[src/rtl/uart_rx_fifo_if.sv]
// Receive-buffer bus: uart_rx frame inputs on one side, show-ahead pop port
// and status flags on the other.
interface uart_rx_fifo_if #(
    parameter int DATA_BITS = 8,
    parameter int DEPTH     = 8
);
    localparam int CW = $clog2(DEPTH) + 1;

    logic                 rx_ready;
    logic [DATA_BITS-1:0] rx_data;
    logic                 rx_error;
    logic [DATA_BITS-1:0] dout;
    logic                 dout_err;
    logic                 dout_valid;
    logic                 dout_ready;
    logic [CW-1:0]        count;
    logic                 full;
    logic                 empty;
    logic                 overflow;
    logic                 overflow_clr;

    // master: the uart_rx + consumer side; slave: the FIFO itself
    modport master (
        output rx_ready, rx_data, rx_error, dout_ready, overflow_clr,
        input  dout, dout_err, dout_valid, count, full, empty, overflow
    );

    modport slave (
        input  rx_ready, rx_data, rx_error, dout_ready, overflow_clr,
        output dout, dout_err, dout_valid, count, full, empty, overflow
    );
endinterface

[src/rtl/uart_rx_fifo.sv]
// Receive FIFO behind uart_rx: pushes {error, data} on each rising edge of
// rx_ready and exposes the head entry on a show-ahead valid/ready port.
module uart_rx_fifo #(
    parameter int DATA_BITS = 8,
    parameter int DEPTH     = 8,
    parameter int DROP_ERR  = 0
) (
    input logic            clk,
    input logic            rst_n,
    uart_rx_fifo_if.slave  bus
);
    localparam int   AW          = $clog2(DEPTH);
    localparam int   CW          = AW + 1;
    localparam logic DROP_ERR_EN = (DROP_ERR != 0);

    typedef struct packed {
        logic                 err;
        logic [DATA_BITS-1:0] data;
    } entry_t;

    entry_t          mem_q [DEPTH];
    logic [AW-1:0]   wr_ptr_q, wr_ptr_d;
    logic [AW-1:0]   rd_ptr_q, rd_ptr_d;
    logic [CW-1:0]   count_q, count_d;
    logic            overflow_q, overflow_d;
    logic            rx_ready_q, rx_ready_d;

    logic            frame_done, push_req, push, pop, drop;
    logic            full, empty;
    entry_t          head;

    // NOTE: every signal gets a default at the top of always_comb so no path
    // leaves it unassigned and no latch is inferred.
    always_comb begin
        full       = (count_q == CW'(DEPTH));
        empty      = (count_q == '0);
        rx_ready_d = bus.rx_ready;
        frame_done = bus.rx_ready & ~rx_ready_q;
        push_req   = frame_done & ~(DROP_ERR_EN & bus.rx_error);
        pop        = ~empty & bus.dout_ready;
        // A pop in the same cycle frees the slot a full FIFO would otherwise lack
        push       = push_req & (~full | pop);
        drop       = push_req & full & ~pop;

        wr_ptr_d   = wr_ptr_q;
        rd_ptr_d   = rd_ptr_q;
        count_d    = count_q;
        overflow_d = overflow_q;

        if (push) wr_ptr_d = wr_ptr_q + AW'(1);
        if (pop)  rd_ptr_d = rd_ptr_q + AW'(1);

        case ({push, pop})
            2'b10:   count_d = count_q + CW'(1);
            2'b01:   count_d = count_q - CW'(1);
            default: count_d = count_q;
        endcase

        // A fresh drop outranks a clear arriving in the same cycle
        if (drop)                  overflow_d = 1'b1;
        else if (bus.overflow_clr) overflow_d = 1'b0;
    end

    // NOTE: sequential state uses non-blocking assignments so every flop
    // samples the pre-edge values regardless of statement order.
    always_ff @(posedge clk or negedge rst_n) begin
        if (!rst_n) begin
            wr_ptr_q   <= '0;
            rd_ptr_q   <= '0;
            count_q    <= '0;
            overflow_q <= 1'b0;
            rx_ready_q <= 1'b1;
        end else begin
            wr_ptr_q   <= wr_ptr_d;
            rd_ptr_q   <= rd_ptr_d;
            count_q    <= count_d;
            overflow_q <= overflow_d;
            rx_ready_q <= rx_ready_d;
        end
    end

    // NOTE: the storage array has no reset; stale contents are unreachable
    // because the pointers and count restart at zero.
    always_ff @(posedge clk) begin
        if (push) mem_q[wr_ptr_q] <= '{err: bus.rx_error, data: bus.rx_data};
    end

    assign head           = mem_q[rd_ptr_q];
    // Gated with empty so the port reads zero out of reset, not stale storage
    assign bus.dout       = empty ? '0 : head.data;
    assign bus.dout_err   = empty ? 1'b0 : head.err;
    assign bus.dout_valid = ~empty;
    assign bus.count      = count_q;
    assign bus.full       = full;
    assign bus.empty      = empty;
    assign bus.overflow   = overflow_q;
endmodule

[src/flat_wrapper.sv]
// flat-port wrapper written by rule: the top's interface ports become plain ports
module uart_rx_fifo_flat 
#(
    parameter int DATA_BITS = 8,
    parameter int DEPTH     = 8,
    parameter int DROP_ERR  = 0
)
  (clk, rst_n, bus_rx_ready, bus_rx_data, bus_rx_error, bus_dout_ready, bus_overflow_clr, bus_dout, bus_dout_err, bus_dout_valid, bus_count, bus_full, bus_empty, bus_overflow);
  uart_rx_fifo_if #(.DATA_BITS(DATA_BITS), .DEPTH(DEPTH)) bus_i ();
  input logic clk;
  input logic rst_n;
  input wire logic [$bits(bus_i.rx_ready)-1:0] bus_rx_ready;
  input wire logic [$bits(bus_i.rx_data)-1:0] bus_rx_data;
  input wire logic [$bits(bus_i.rx_error)-1:0] bus_rx_error;
  input wire logic [$bits(bus_i.dout_ready)-1:0] bus_dout_ready;
  input wire logic [$bits(bus_i.overflow_clr)-1:0] bus_overflow_clr;
  output wire logic [$bits(bus_i.dout)-1:0] bus_dout;
  output wire logic [$bits(bus_i.dout_err)-1:0] bus_dout_err;
  output wire logic [$bits(bus_i.dout_valid)-1:0] bus_dout_valid;
  output wire logic [$bits(bus_i.count)-1:0] bus_count;
  output wire logic [$bits(bus_i.full)-1:0] bus_full;
  output wire logic [$bits(bus_i.empty)-1:0] bus_empty;
  output wire logic [$bits(bus_i.overflow)-1:0] bus_overflow;
  assign bus_i.rx_ready = bus_rx_ready;
  assign bus_i.rx_data = bus_rx_data;
  assign bus_i.rx_error = bus_rx_error;
  assign bus_i.dout_ready = bus_dout_ready;
  assign bus_i.overflow_clr = bus_overflow_clr;
  assign bus_dout = bus_i.dout;
  assign bus_dout_err = bus_i.dout_err;
  assign bus_dout_valid = bus_i.dout_valid;
  assign bus_count = bus_i.count;
  assign bus_full = bus_i.full;
  assign bus_empty = bus_i.empty;
  assign bus_overflow = bus_i.overflow;
  uart_rx_fifo #(.DATA_BITS(DATA_BITS), .DEPTH(DEPTH), .DROP_ERR(DROP_ERR)) u_core (.clk(clk), .rst_n(rst_n), .bus(bus_i));
endmodule
[config.mk]
export PLATFORM = sky130hd
export DESIGN_NAME = uart_rx_fifo_flat
export DESIGN_NICKNAME = d
export VERILOG_FILES = /design/src/rtl/uart_rx_fifo_if.sv /design/src/rtl/uart_rx_fifo.sv /design/src/flat_wrapper.sv
export SDC_FILE = /design/constraint.sdc
export NUM_CORES = 1
export LEC_CHECK = 0
export ABC_CLOCK_PERIOD_IN_PS = 3700
export CAP_MARGIN = 20
export CORE_MARGIN = 2
export CORE_UTILIZATION = 61
export CTS_CLUSTER_DIAMETER = 60
export DETAILED_ROUTE_END_ITERATION = 10
export GPL_TIMING_DRIVEN = 0
export HOLD_SLACK_MARGIN = 0.1
export PLACE_DENSITY = 0.93
export RECOVER_POWER = 100
export SLEW_MARGIN = 20
export SYNTH_ARGS = -nofsm -noshare
export SYNTH_HDL_FRONTEND = slang
export SYNTH_SLANG_ARGS = --single-unit
[constraint.sdc]
create_clock -name clk -period 3.7 [get_ports clk]
set_clock_uncertainty 0.1 [all_clocks]
set_input_delay 0.925 -clock clk [delete_from_list [all_inputs] [get_ports clk]]
set_output_delay 0.925 -clock clk [all_outputs]
set_load 0.005 [all_outputs]
[Word-level counts from Yosys, hierarchy flattened]
Memories as Yosys holds them, arrays and structs flattened.
Cells that the tools add are included.
Storage, ports and cells
  memory bits (read-only): 0
  flip-flop bits (word level): 12
  memories: 1
  output and inout port bits: 17
  logic and storage cells: 33
  memory bits (writable): 72
  bits in latches: 0
Operators by class
  multipliers: 0
  $add $sub $neg: 4
  shift operators: 0
  divide/modulo/power cells: 0
  magnitude comparators: 0
  mux-type cells: 7
  eq/ne operators: 3
  reductions and logical operators: 3
  bitwise logic cells: 10
Memories
  u_core.mem_q: depth 8, width 9, read ports 1, clocked after Yosys merged registers in 0, write ports 1, line uart_rx_fifo.sv:21  | entry_t mem_q [DEPTH];
Operator list (number)
  8-bit 2-to-1 mux: 1
  4-bit one-hot mux with 2 select lines: 1
  3-bit by 1-bit adder with 3-bit output (second input constant): 2
  1-bit bitwise AND: 5
  1-bit 2-to-1 mux: 5
  4-bit by 1-bit adder with 4-bit output (second input constant): 1
  4-bit equality test (second input constant): 1
  4-bit logical NOT: 1
  1-bit NOT: 4
  2-bit nonzero test: 2
  4-bit by 1-bit subtractor with 4-bit output (second input constant): 1
  2-bit by 1-bit equality test with 1-bit output (second input constant): 1
  2-bit equality test (second input constant): 1
  1-bit OR: 1

[Longest topological paths before layout]
Gate-level depths: netlist of the first run.
  word-level depth: 7
  mapped depth: 9

[Worst setup path before layout of the first run]
OpenSTA, ideal clock, no wires.
  path kind: input port to flip-flop
  start: in bus_rx_ready
  end: mem u_core.mem_q[0][0] (netlist bit) (enable)
  arrival: 2.205 ns
  required time: 3.213 ns
  stages on the path: 4
  path slack: 1.009 ns
  cells stage by stage: nor2b_1 > o21a_4 > nand2b_1 > nor3_1
Between the ends
  word-level cells in the longest chain between the ends: 4
Ends and longest elaborated chain
  start, declared: line flat_wrapper.sv:12  | input wire logic [$bits(bus_i.rx_ready)-1:0] bus_rx_ready;
  1-bit bitwise AND: line uart_rx_fifo.sv:38  | frame_done = bus.rx_ready & ~rx_ready_q;
  1-bit bitwise AND: line uart_rx_fifo.sv:42  | push = push_req & (~full | pop);
  1-bit 2-to-1 mux: line uart_rx_fifo.sv:85  | if (push) mem_q[wr_ptr_q] <= '{err: bus.rx_error, data: bus.rx_data};
  1-bit 2-to-1 mux (not written as such): line uart_rx_fifo.sv:85
  end, declared: line uart_rx_fifo.sv:21
No other way between the ends.

[Final worst setup path of the first run]
  start: reg u_core.count_q[1] (netlist: u_core.bus.count[1])
  end: out bus_dout[7]
Between the ends
  word-level cells in the longest chain between the ends: 2
Ends and longest elaborated chain
  start, declared: line uart_rx_fifo.sv:24  | logic [CW-1:0] count_q, count_d;
  start signal, assigned: line uart_rx_fifo.sv:76  | count_q <= count_d;
  4-bit logical NOT: line uart_rx_fifo.sv:36  | empty = (count_q == '0);
  8-bit 2-to-1 mux: line uart_rx_fifo.sv:90  | assign bus.dout = empty ? '0 : head.data;
  end, declared: line flat_wrapper.sv:17  | output wire logic [$bits(bus_i.dout)-1:0] bus_dout;
No other way between the ends.

==> run_results.csv, run 1 <==
group,metric,value,unit
timing,slew_headroom,0.198,
global_route,grt_pass1_wl,10.4,mm
finish,nets,246,
yosys,synth_top_flop_cell,"edfxtp_1",
pwr,power.density,729,nW/um^2
worst_setup_path,cp-end-kind,"primary output",
timing,rsz0062_at_grt,"false",
finish,final_layout_size_suffix_gt1_frac,0.193,
yosys,ys_ff_latch,84,
floorplanning,die_width,79.2,microns
pwr,vdd_drop_max,0.411,mV
cts,clock-sinks,84,
place,portBuffers,29,
min_path,hold_path.class,"flop to flop",
yosys,synthesis.area,3450,sq um
timing,fin_crit,3.57,ns
cts,cts_hold_buf,0,
cts,numCtsBuffers,9,
yosys,synthesis.instances,188,
yosys,synth.area.top_cells,"edfxtp_1 63%, mux4_2 12%, dfrtp_1 8.0%, mux2i_1 2.9%, nor2_1 2.2%",
place,gp_congestion,0.744,
cts,cts_tree,"built",
finish,fill_cells,346,
cts,cts_max_level,3,
routing,drtIter0Drc,159,
global_route,grt_usage,0.240,
timing,finalCritPeriodShare,0.965,
worst_setup_path,start_kind,"flop",
worst_setup_path,critPathMaxStageDelay,0.62,ns
worst_setup_path,cp_max_fo,10,
cts,cts_root_buffer,"clkbuf_8",
routing,post_drt_wl_per_cell,22.0,microns
routing,via_per_inst,6.09,
routing,route.detailed.drc,0,
floorplanning,die_area,6270,sq um
worst_setup_path,path_buf_inv,4,
routing,vias,1858,
worst_setup_path,critPathSlowestCell,"or4_1",
routing,routed_wl,6.73,mm
floorplanning,core_area,5470,sq um
run,maxCapViolCount,0,
worst_setup_path,arrival,2.55,ns
worst_setup_path,path_delay_family,"buffers and inverters",
yosys,async_flop_share,0.143,
floorplanning,start_util,0.630,
worst_setup_path,cp_data_required_time,2.67,ns
floorplanning,io_pins,31,
yosys,synth_edf_count,72,
finish,area_growth,16.2,%
yosys,yosysTopAreaCellShare,0.627,
worst_setup_path,path_cells,"buf_6 -> or4_1 -> inv_1 -> clkbuf_2 -> nor2_1 -> clkdlybuf4s50_1",
yosys,ys_seq_area_frac,0.715,
cts,path_clk_slew,0.08,ns
timing,clock.fmax,0.280,GHz
yosys,yosysWarnings,0,
yosys,synth_cell_types,36,
worst_setup_path,crit_type,"flop to primary output",
global_route,grt_pass1_vias,1965,
pwr,leakage,1.37,nW
finish,utilization,0.732,
global_route,grt_max_degree,15,
timing,finalSetupViolations,0,
timing,drv_slew,0,
cts,post_cts_buffers,0,
floorplanning,rows,27,
global_route,globalRoute.totalOverflow,0,
routing,firstDrtPassIters,4,
yosys,syn_nets,205,
finish,num_antenna_cells,0,
pwr,p_total,2.92,mW
routing,antenna_left,0,
timing,report.final.hold_viol_count,0,
global_route,grt_antenna_before_repair,0,
cts,insertion_delay,0.35,ns
timing,worst_pin_slew,1.19,ns
place,hpwl,4.31,mm
yosys,avgSynthCellArea,18.3,sq um
floorplanning,die_height,79.2,microns
cts,cts_buffer_depth,2,
status,outcome,"finished, final reports clean",
yosys,synth.largest_area_cell,"edfxtp_1",
layout by cell type (no fill, tap or decap), types with 5 or more instances in the layout:
cell type,instances
clkbuf_8,9
clkdlybuf4s50_1,12
dfrtp_1,11
dlygate4sd3_1,17
edfxtp_1,72
mux2i_1,10
mux4_2,18
nand2_1,8
nand3_1,5
nor2_1,21
xnor2_1,5
cell type report:
cell class / count / area [sq um] / area share
tap: 72 / 90.1 / 0.0225
clock inverter: 6 / 63.8 / 0.0159
inverter: 3 / 12.5 / 0.00312
timing repair buffer: 30 / 294 / 0.0734
multi-input combinational: 93 / 908 / 0.227
buffer: 8 / 48.8 / 0.0122
clock buffer: 9 / 124 / 0.0309
sequential: 84 / 2460 / 0.615
flip-flops by register name, indices dropped and copies added (netlist names):
signal / count
u_core.wr_ptr_q: 3
u_core.mem_q: 72
u_core.rx_ready_q: 1
u_core.rd_ptr_q: 3
u_core.bus.count: 4
u_core.bus.overflow: 1
tightest hold or removal path, stage by stage (launching register included):
cell and delay (ns):
dfrtp_1 0.38, inv_1 0.05, o22ai_1 0.07
Yosys cell counts, types with 2 or more instances:
master and number:
ha_1 3, xnor2_1 5, nor2_1 20, dfrtp_1 11, buf_1 2, nand2_1 8, xor2_1 2, nand3_1 5
mux4_2 18, mux2i_1 10, buf_2 2, nand2b_1 4, nor3_1 3, inv_1 2, edfxtp_1 72
logic make-up after synthesis:
family,Yosys count,synth area share
AOI/OAI and AO/OA,7,0.0207
xor gates and xnor gates,7,0.0178
adders and majority gates,3,0.0109
buffers and inverters,11,0.0167
DFF,84,0.715
muxes,30,0.154
and+or+nand+nor,46,0.0646
worst paths after layout:
kind	from	endpoint	cells past startpoint	slack, ns
worst min-delay path	u_core.bus.overflow$_DFFE_PN0P_	u_core.bus.overflow$_DFFE_PN0P_	2	0.44
min in group asynchronous	rst_n	u_core.rd_ptr_q[0]$_DFFE_PN0P_	1	0.90
worst min register to register	u_core.bus.overflow$_DFFE_PN0P_	u_core.bus.overflow$_DFFE_PN0P_	2	0.44
max in group asynchronous	rst_n	u_core.rx_ready_q$_DFF_PN1_	1	2.22
worst max register to register	u_core.bus.count[1]$_DFFE_PN0P_	u_core.bus.count[2]$_DFFE_PN0P_	8	0.64
worst max-delay path	u_core.bus.count[1]$_DFFE_PN0P_	bus_dout[7]	6	0.13
through the flow:
stage / instance area, sq um / setup slack, ns / hold slack (ns) / setup TNS [ns] / cells
3_3_place_gp: 3830 / -0.0732 / 0.412 / -1.19 / 289
2_1_floorplan: 3450 / 1.01 / 0.380 / 0 / 188
4_1_cts: 4040 / 0.0979 / 0.440 / 0 / 305
6_report: 4010 / 0.129 / 0.437 / 0 / 305
3_5_place_dp: 3840 / 0.154 / 0.428 / 0 / 290
5_1_grt: 4010 / 0.0209 / 0.466 / 0 / 305
per-layer routing:
metal  vias to the layer above  track usage  routed length (microns)
met5                         -            0                        0
met2                        69        0.405                     3680
met1                       954        0.298                     2530
li1                        822            -                        -
met4                         0        0.131                      138
met3                        13       0.0420                      373
power by group:
| group | internal (mW) | switching (mW) |
|---|---|---|
| logic | 0.567 | 0.499 |
| registers | 1.15 | 0.0824 |
| clock network | 0.308 | 0.317 |
repair_timing:
item | 4_1_cts | 5_1_grt
endpoints found under the setup margin | 3 | 0
hold endpoints to repair | 0 | 0
resized for setup | 2 | 0
Note: power is estimated with default switching activity, not from simulation.
==> inputs of run 2 (changes only) <==
--- a/config.mk
+++ b/config.mk
@@ -5,6 +5,7 @@
 export SDC_FILE = /design/constraint.sdc
 export NUM_CORES = 1
 export LEC_CHECK = 0
+export ABC_AREA = 1
 export ABC_CLOCK_PERIOD_IN_PS = 3700
 export CAP_MARGIN = 20
 export CORE_MARGIN = 2
==> run 2 against run 1 <==
Effect of this change:
- first-iteration DRC count grew 120%
- worst hold slack lost 0.0025 ns
- clock power grew 23%
- register-to-register slack gained 0.19 ns
- area after synthesis grew 2.9%
- total power grew 15%
- synthesized cell count grew 56%
- maximum frequency shrank 2.4%
- non-clock buffer count grew 5
- die area grew 2.7%
==> run_results.csv, run 2 <==
group,metric,value,unit
run,maxCapViolCount,0,
pwr,share_seq_of_total_power,0.366,
pwr,clkPwrFrac,0.229,
floorplanning,rows,27,
finish,top_register,"u_core.mem_q",
pwr,switching_power,1.21,mW
floorplanning,die_height,80.2,microns
global_route,grt_usage,0.281,
yosys,async_flop_share,0.143,
timing,fin_crit,3.66,ns
timing,drv_slew,0,
routing,vias,2589,
global_route,globalRoute.totalOverflow,0,
routing,firstDrtPassIters,8,
cts,cts_root_buffer,"clkbuf_8",
finish,largest_reg_flops,72,
worst_setup_path,cp_data_required_time,2.67,ns
cts,cts_buffer_depth,2,
pwr,vdd_drop_max,0.399,mV
pwr,power.density,809,nW/um^2
timing,finalCritPeriodShare,0.989,
global_route,grt_pass1_vias,2526,
yosys,avgSynthCellArea,12.1,sq um
worst_setup_path,critPathSlowestCell,"clkdlybuf4s50_1",
routing,via_per_inst,6.30,
worst_setup_path,critPathMaxStageDelay,0.53,ns
cts,post_cts_buffers,0,
cts,numCtsBuffers,9,
yosys,synth_cell_types,29,
worst_setup_path,cpMostUsedCell,"nor2_1",
pwr,p_int,2.13,mW
floorplanning,io_pins,31,
worst_setup_path,path_cells,"buf_4 -> inv_2 -> clkbuf_2 -> nor2_1 -> o32ai_1 -> o21ai_0 -> nor2_1 -> clkdlybuf4s50_1",
yosys,synth.area.top_cells,"edfxtp_1 61%, nor2_1 8.6%, dfrtp_1 7.8%, o32ai_1 4.4%, o21ai_0 4.2%",
place,portBuffers,30,
finish,utilization,0.742,
worst_setup_path,crit_type,"flop to primary output",
floorplanning,core_area,5570,sq um
cts,path_clk_slew,0.08,ns
cts,insertion_delay,0.36,ns
timing,hold_ws,0.435,ns
floorplanning,die_area,6440,sq um
finish,fill_cells,357,
yosys,yosysMostFrequentCell,"nor2_1",
floorplanning,die_width,80.2,microns
timing,slew_headroom,0.333,
routing,drtIter0Drc,356,
global_route,grt_antenna_before_repair,0,
timing,clock.fmax,0.273,GHz
finish,final_common_cell,"nor2_1",
yosys,yosysTopAreaCellShare,0.610,
pwr,combPwrFrac,0.405,
timing,timing.setup.tns,0,ns
yosys,synthesis.instances,293,
pwr,switching_share,0.362,
min_path,hold_path.class,"flop to flop",
finish,nets,351,
worst_setup_path,start_kind,"flop",
yosys,yosysWarnings,0,
worst_setup_path,r2r_setup_slack,0.83,ns
place,gp_congestion,0.821,
yosys,synthesis.area,3550,sq um
yosys,synth_top_flop_cell,"edfxtp_1",
yosys,synth_common_cells,"81 x nor2_1, 72 x edfxtp_1, 30 x o21ai_0",
cts,cts_tree,"built",
pwr,p_total,3.34,mW
floorplanning,start_util,0.636,
global_route,grt_pass1_wl,12.8,mm
worst_setup_path,timing.rr.start,"u_core.bus.count[0]$_DFFE_PN0P_",
yosys,synth_edf_count,72,
cts,clock-sinks,84,
finish,area_growth,16.6,%
yosys,ys_seq_area_frac,0.695,
yosys,syn_nets,310,
finish,final_cell_mix,"81 x nor2_1, 72 x edfxtp_1, 30 x o21ai_0",
timing,report.final.hold_viol_count,0,
routing,antenna_left,0,
min_path,hold_path.startpoint,"u_core.bus.overflow$_DFFE_PN0P_",
yosys,ys_ff_latch,84,
timing,finalSetupViolations,0,
status,outcome,"finished, final reports clean",
routing,route.detailed.drc,0,
pwr,leakage,1.52,nW
worst_setup_path,arrival,2.63,ns
worst_setup_path,cp_max_fo,10,
routing,routed_wl,8.40,mm
global_route,grt_max_degree,14,
worst_setup_path,cp-end-kind,"primary output",
cts,cts_max_level,3,
finish,num_antenna_cells,0,
timing,worst_pin_slew,0.997,ns
timing,rsz0062_at_grt,"false",
yosys,synth.largest_area_cell,"edfxtp_1",
place,placed_cells,395,
worst_setup_path,startpoint,"u_core.rd_ptr_q[0]$_DFFE_PN0P_",
place,hpwl,5.17,mm
finish,final_layout_size_suffix_gt1_frac,0.0944,
finish,fin_cells,411,
routing,post_drt_wl_per_cell,20.4,microns
run 2: cell types whose count changed after synthesis, sizes merged, moves of 2 or more:
cell and delta:
nor3 -3, nand4 +2, nand2b -4, o32ai +18, nand3 +2, xor2 +3, mux4 -18, xnor2 -4
nor2 +62, clkbuf +4, nand2 +17, o21ai +31, inv +13, mux2i -10
run 2: through the flow:
step / setup slack [ns] / instance area, sq um
5_1_grt: 0.00819 / 4130
3_5_place_dp: 0.388 / 3940
4_1_cts: 0.0113 / 4170
3_3_place_gp: 0.495 / 3940
2_1_floorplan: 1.36 / 3550
6_report: 0.0403 / 4130
run 2: repair_timing:
action | in CTS | in global routing
gates resized for setup | 0 | 5
hold buffers | 0 | 0
endpoints found under the setup margin | 0 | 3
run 2: path summary, 6_finish.rpt:
check	end	cells past startpoint
worst min-delay path	u_core.bus.overflow$_DFFE_PN0P_	2
max in group asynchronous	u_core.wr_ptr_q[2]$_DFFE_PN0P_	1
worst min register to register	u_core.bus.overflow$_DFFE_PN0P_	2
worst max register to register	u_core.mem_q[4][7]$_DFFE_PP_	7
min in group asynchronous	u_core.bus.count[2]$_DFFE_PN0P_	1
worst max-delay path	bus_dout[1]	8
run 2: cell families (layout without fill, tap and decap cells):
logic type / count (synthesis) / count (layout) / synth area share
and+or+nand+nor: 119 / 119 / 0.150
DFF: 84 / 84 / 0.695
AOI/OAI and AO/OA: 51 / 51 / 0.0921
buffers and inverters: 29 / 75 / 0.0342
xor gates and xnor gates: 6 / 6 / 0.0148
adders and majority gates: 3 / 3 / 0.0106
muxes: 1 / 1 / 0.00318
run 2: layout make-up:
| class | count | area [sq um] | share of cell area |
|---|---|---|---|
| clock buffers | 11 | 131 | 0.0318 |
| multi-input cells | 180 | 923 | 0.223 |
| well taps | 72 | 90.1 | 0.0218 |
| inverters | 16 | 60.1 | 0.0145 |
| plain buffers | 13 | 65.1 | 0.0157 |
| clock inverters | 5 | 100 | 0.0242 |
| flip-flops and latches | 84 | 2460 | 0.596 |
| repair buffers | 30 | 300 | 0.0726 |
run 2: metal layers:
layer	track usage	wire length [microns]	vias up
li1	-	-	1121
met1	0.352	3060	1247
met2	0.461	4190	179
met3	0.0685	846	42
met4	0.136	298	0
met5	0	0	-
run 2: power by group through the flow:
stage | Clock, mW | Sequential (mW) | Combinational, mW
finish | 0.765 | 1.23 | 1.35
global placement | 0 | 1.24 | 1.26
CTS | 0.756 | 1.23 | 1.37
floorplan | 0 | 1.23 | 0.765
detailed placement | 0 | 1.25 | 1.33
global route | 0.790 | 1.23 | 1.46
run 2: critical path, delay by kind of cell, from the launching register on:
family                 cells  cell delay (ns)
AO/OA/AOI/OAI              2             0.36
buffers and inverters      4             1.21
flip-flops                 1             0.43
AND/OR/NAND/NOR            2             0.28
